[src/rtl/zero_run_parity_detector.sv]
// Serial-stream detector: arms after a run of zeros, then flags the ones
// that bring the ones-count to the selected parity (Mealy match output).
module zero_run_parity_detector #(
    parameter int unsigned ZERO_RUN  = 2,
    parameter int unsigned PARITY    = 0,
    parameter int unsigned ABORT_RUN = 0,
    parameter int unsigned CNT_W     = 8
) (
    input  logic             clk,
    input  logic             rst,
    input  logic             en,
    input  logic             clr,
    input  logic             in,
    output logic             match,
    output logic             armed,
    output logic [CNT_W-1:0] ones_cnt,
    output logic [1:0]       state
);

    typedef enum logic [1:0] {
        IDLE  = 2'b00,
        ARMED = 2'b01,
        ODD   = 2'b10,
        EVEN  = 2'b11
    } state_t;

    localparam state_t           TARGET   = (PARITY == 0) ? EVEN : ODD;
    localparam logic [7:0]       ZLAST    = 8'(ZERO_RUN - 1);
    localparam logic             ABORT_EN = (ABORT_RUN != 0);
    localparam logic [7:0]       ALAST    = 8'(ABORT_RUN - 1);
    localparam logic [CNT_W-1:0] CNT_ONE  = CNT_W'(1);
    localparam logic [CNT_W-1:0] CNT_MAX  = '1;

    state_t           state_q, state_d;
    logic [7:0]       zcnt_q, zcnt_d;
    logic [7:0]       acnt_q, acnt_d;
    logic [CNT_W-1:0] cnt_q, cnt_d;
    logic             armed_q;

    always_comb begin
        state_d = state_q;
        zcnt_d  = zcnt_q;
        acnt_d  = acnt_q;
        cnt_d   = cnt_q;
        if (clr) begin
            state_d = IDLE;
            zcnt_d  = '0;
            acnt_d  = '0;
            cnt_d   = '0;
        end else if (en) begin
            unique case (state_q)
                IDLE: begin
                    if (in) begin
                        zcnt_d = '0;
                    end else if (zcnt_q == ZLAST) begin
                        state_d = ARMED;
                        zcnt_d  = '0;
                    end else begin
                        zcnt_d = zcnt_q + 8'd1;
                    end
                end
                ARMED: begin
                    if (in) begin
                        state_d = ODD;
                        cnt_d   = CNT_ONE;
                        acnt_d  = '0;
                    end
                end
                ODD, EVEN: begin
                    if (in) begin
                        state_d = (state_q == ODD) ? EVEN : ODD;
                        cnt_d   = (cnt_q == CNT_MAX) ? cnt_q : cnt_q + CNT_ONE;
                        acnt_d  = '0;
                    end else if (ABORT_EN && acnt_q == ALAST) begin
                        // the aborting zero is not credited to the next arming run
                        state_d = IDLE;
                        cnt_d   = '0;
                        acnt_d  = '0;
                    end else begin
                        acnt_d = acnt_q + 8'd1;
                    end
                end
                default: state_d = IDLE;
            endcase
        end
    end

    always_ff @(posedge clk or negedge rst) begin
        if (!rst) begin
            state_q <= IDLE;
            zcnt_q  <= '0;
            acnt_q  <= '0;
            cnt_q   <= '0;
            armed_q <= 1'b0;
        end else begin
            state_q <= state_d;
            zcnt_q  <= zcnt_d;
            acnt_q  <= acnt_d;
            cnt_q   <= cnt_d;
            armed_q <= (state_d != IDLE);
        end
    end

    assign match    = en & ~clr & in & (state_d == TARGET);
    assign armed    = armed_q;
    assign ones_cnt = cnt_q;
    assign state    = state_q;

endmodule

[config.mk]
export PLATFORM = sky130hd
export DESIGN_NAME = zero_run_parity_detector
export DESIGN_NICKNAME = d
export VERILOG_FILES = /design/src/rtl/zero_run_parity_detector.sv
export SDC_FILE = /design/constraint.sdc
export NUM_CORES = 1
export LEC_CHECK = 0
export CAP_MARGIN = 5
export CORE_ASPECT_RATIO = 1.4
export CORE_MARGIN = 2
export CORE_UTILIZATION = 54
export CTS_CLUSTER_DIAMETER = 60
export DETAILED_ROUTE_END_ITERATION = 16
export HOLD_SLACK_MARGIN = 0.03
export PLACE_DENSITY = 0.9
export SYNTH_ARGS = -nofsm -noshare
export SYNTH_HDL_FRONTEND = slang
export SYNTH_SLANG_ARGS = --single-unit
[constraint.sdc]
create_clock -name clk -period 4.6 [get_ports clk]
set_clock_uncertainty 0.05 [all_clocks]
set_input_delay 0.92 -clock clk [delete_from_list [all_inputs] [get_ports clk]]
set_output_delay 0.92 -clock clk [all_outputs]
set_load 0.02 [all_outputs]
# Word level (Yosys, flattened, before mapping)
# Index checks and enable logic that the tools add are counted.
[classes] n_addsub=2 eq_ne=9 n_mux=19 n_bitwise=4 reduce_logical=8
[ops] operator="$mux W8" count=10
[ops] operator="$add A8 B1 Y8 const B" count=2
[ops] operator="$pmux W8 S2" count=1
[ops] operator="$mux W2" count=6
[ops] operator="$ne A3 B3 Y1 const B" count=3
[ops] operator="$eq A8 B1 Y1 const B" count=1
[ops] operator="$eq A8 B8 Y1 const B" count=1
[ops] operator="$eq A2 B2 Y1 const B" count=3
[ops] operator="$pmux W2 S3" count=1
[ops] operator="$reduce_bool A2 Y1" count=3
[ops] operator="$reduce_and A5 Y1" count=1
[ops] operator="$and A1 B1 Y1" count=3
[ops] operator="$reduce_bool A3 Y1" count=1
[ops] operator="$eq A2 B1 Y1 const B" count=1
[ops] operator="$logic_not A2 Y1" count=1
[ops] operator="$reduce_and A2 Y1" count=1
[ops] operator="$reduce_or A2 Y1" count=1
[ops] operator="$mux W1" count=1
[ops] operator="$not A1 Y1" count=1
[totals] regBits=19 in_bits=5 out_inout_bits=12 wordCells=46

# Depth between registers and ports, before layout
[depth] depth_word=8 mapped_depth=6 mapped_depth_nobuf=5

# Least setup slack after synthesis
# Ideal clock, no wire load.
[synth_timing] path_type="input -> output" from="input port clr" to="output port match" t_arrival_ns=1.662 required_time_ns=3.630 path_slack_ns=1.968 cell_stages=3 n_path_buf=0 path_cell_list="and2b_1 > nand3_1 > nor2_1"
[synth_via] elab_chain_len=4 elab_cells_between_ends=6 classes_between="eq/ne: 1; mux: 1; bitwise: 4"
[synth_rtl] element="start, declared" line_no="12" source="input logic clr,"
[synth_rtl] element="$not A1 Y1" line_no="104" source="assign match = en & ~clr & in & (state_d == TARGET);"
[synth_rtl] element="$and A1 B1 Y1 (2 in series)" line_no="104"
[synth_rtl] element="$and A1 B1 Y1 *" line_no="104"
[synth_rtl] element="end, declared" line_no="14" source="output logic match,"
# Every way passes the cells marked *; elsewhere a longest branch is shown, timed or not.

# Worst setup path after layout
# Same ends and word-level chain as after synthesis.

==> flow_summary.json <==
{
  "via_count": 976,
  "combPwrFrac_pct": 10.0,
  "vdd_drop_max_mv": 0.1829,
  "timing.fmax_mhz": 256.2,
  "maxCapViolCount": 0,
  "required_ns": 3.63,
  "clk_pin_slew_ns": 0.11,
  "tightest_slew_ns": 0.8783,
  "rows": 19,
  "rsz0062_at_grt": "false",
  "synthTopCellsByCount": "dfrtp_1 (19), nor2_1 (13), nand2_1 (10), nand3_1 (7), o21ai_0 (7)",
  "setup_violations": 0,
  "cts_hold_buf": 0,
  "drt_wl_total_um": 2391,
  "worst_setup_path_start_kind": "input pin",
  "swShare_pct": 25.87,
  "ys_ff_latch": 19,
  "syn-num-nets": 125,
  "synth.most_common_cell": "dfrtp_1",
  "die_w_um": 41.88,
  "outcome": "complete, no violations",
  "min_path_type": "reg -> reg",
  "place_hpwl_um": 1729,
  "portBuffers": 16,
  "syn2layout_area_growth_pct": 18.57,
  "power.share.clock_pct": 30.5,
  "chipHeight_um": 57.03,
  "routedWlPerCell_um": 15.43,
  "synthTopCellsByArea": "dfrtp_1 (44%), nor2_1 (4.5%), ha_1 (3.5%)",
  "placed_cells": 151,
  "grt_usage_pct": 21.94,
  "worstPathMaxFanout": 14,
  "path_depth": 5,
  "stdcell_count": 155,
  "synth_cells": 117,
  "synthArstFlopShare_pct": 100.0,
  "clock_sinks": 19,
  "cp_num_buf_inv": 2,
  "synth-edff-count": 0,
  "crit_chain": "clkdlybuf4s50_1, and2b_1, nand3_1, nor2_1, clkdlybuf4s50_1",
  "first_iter_violations": 23,
  "synth_cell_types": 36,
  "cp_slowest_cell": "clkdlybuf4s50_1",
  "ys_seq_area_share_pct": 43.83,
  "power.leakage_nw": 0.5271,
  "crit_family": "buffers and inverters",
  "grt_max_degree": 20,
  "first_global_vias": 1021,
  "pin_count": 17,
  "grt_pass1_wl_um": 4064,
  "preCtsSetupSlack_ns": 0.7181,
  "yosysTopAreaCell": "dfrtp_1",
  "cts_root_buffer": "clkbuf_4",
  "hold_path_depth": 2,
  "ant_nets": 0,
  "worstSetupPathType": "in -> out",
  "p_sw_mw": 0.07486,
  "avgSynthCellArea_um2": 9.272,
  "drive_above_1_share_pct": 6.716,
  "firstDrtPassIters": 4,
  "setup_tns_ns": 0,
  "power_frac_seq_pct": 59.6,
  "tritoncts": "built",
  "cts.htree.levels": 1,
  "p_total_mw": 0.2893,
  "drc": 0,
  "ctsResizeCount": 0,
  "grt_overflow_total": 0,
  "cts_buffer_depth": 2,
  "coreArea_um2": 1926,
  "die_area_um2": 2388,
  "worstPathArrival_ns": 2.93,
  "via_per_inst": 6.297,
  "final.setup.worst_slack_ns": 0.6969,
  "p_per_area_nw_per_um2": 224.9,
  "worstRegToRegCells": 4,
  "insertion_delay_ns": 0.31,
  "internal_power_mw": 0.2145,
  "post-route-period-util_pct": 84.85,
  "numCtsBuffers": 3,
  "synth-main-ff-cell": "dfrtp_1",
  "yosys_warnings": 0,
  "finalHoldViolations": 0,
  "min_period_ns": 3.903,
  "slew_headroom_pct": 41.26,
  "postCtsSetupBuffers": 0,
  "antenna_found_initial": 0,
  "initial_core_util_pct": 56.34,
  "diodes": 0,
  "gp_congestion": 0.8498,
  "synth.top_cell.area_share_pct": 43.83,
  "nNetsFinal": 143,
  "cpPeakStageDelay_ns": 0.62,
  "syn_area_um2": 1085,
  "drv_slew": 0,
  "path_common_cell": "clkdlybuf4s50_1",
  "end_kind": "output port"
}
[cells in the final DEF, fill, tap and decap left out, types with 4 or more instances in the layout]
| cell type | netlist | final |
|---|---|---|
| dfrtp_1 | 19 | 19 |
| nor2_1 | 13 | 13 |
| nand3_1 | 7 | 7 |
| o21ai_0 | 7 | 7 |
| and3_1 | 4 | 4 |
| or3_1 | 4 | 4 |
| a21oi_1 | 6 | 6 |
| clkdlybuf4s50_1 | 0 | 16 |
| nand2_1 | 10 | 10 |
[registers in the layout (all words and copies together) (netlist names)]
signal    cells
ones_cnt      8
zcnt_q        8
state         2
armed         1
[stage by stage]
step | cell area [um2] | util [%] | hold slack [ns]
final | 1286 | 66.80 | 0.4998
after global routing | 1286 | 66.80 | 0.5339
after CTS | 1286 | 66.80 | 0.4993
after detailed placement | 1260 | 65.43 | 0.4760
after global placement | 1260 | 65.43 | 0.4630
after floorplan | 1085 | - | 0.4385
[power by group through the flow]
stage,registers (mW),logic (mW),clock network [mW]
after floorplan,0.176,0.0150,0
after global placement,0.175,0.0279,0
after detailed placement,0.176,0.0288,0
after CTS,0.172,0.0291,0.0894
after global routing,0.173,0.0322,0.0954
final,0.172,0.0288,0.0882
[layout make-up]
cell class / count / area [um2]
flip-flops and latches: 19 / 475.5
multi-input cells: 93 / 590.6
repair buffers: 16 / 160.2
well taps: 21 / 26.28
inverters: 2 / 7.507
clock buffers: 4 / 26.28
fillers: 143 / 639.4
[worst min-delay path: stages, from the launching register on]
cell	delay, ns
dfrtp_1	0.40
nand2_1	0.06
o31ai_1	0.06
[path summary, 6_finish.rpt]
kind                            startpoint     endpoint  slack (ns)
worst min-delay path             zcnt_q[1]    zcnt_q[1]        0.50
max in group asynchronous              rst    zcnt_q[6]        2.91
min in group asynchronous              rst  ones_cnt[4]        1.05
worst max register to register   zcnt_q[6]    zcnt_q[3]        2.80
worst max-delay path                   clr        match        0.70
worst min register to register   zcnt_q[1]    zcnt_q[1]        0.50
[per-layer routing]
metal	share of wire (%)	global-route usage (%)
met1	40	21.77
met2	55	41.07
met3	3.6	4.114
met4	1.7	13.36
met5	0	0
[logic make-up (layout without fill, tap and decap cells)]
group,Yosys count,after routing,share of synthesized area (%)
AO/OA/AOI/OAI,36,36,23.53
XOR/XNOR,3,3,2.423
adder cells (fa/ha/maj),3,3,3.461
buffers and inverters,5,22,1.730
flip-flops,19,19,43.83
AND/OR/NAND/NOR,51,51,25.03
No activity file was read; power rests on OpenSTA's default activity.
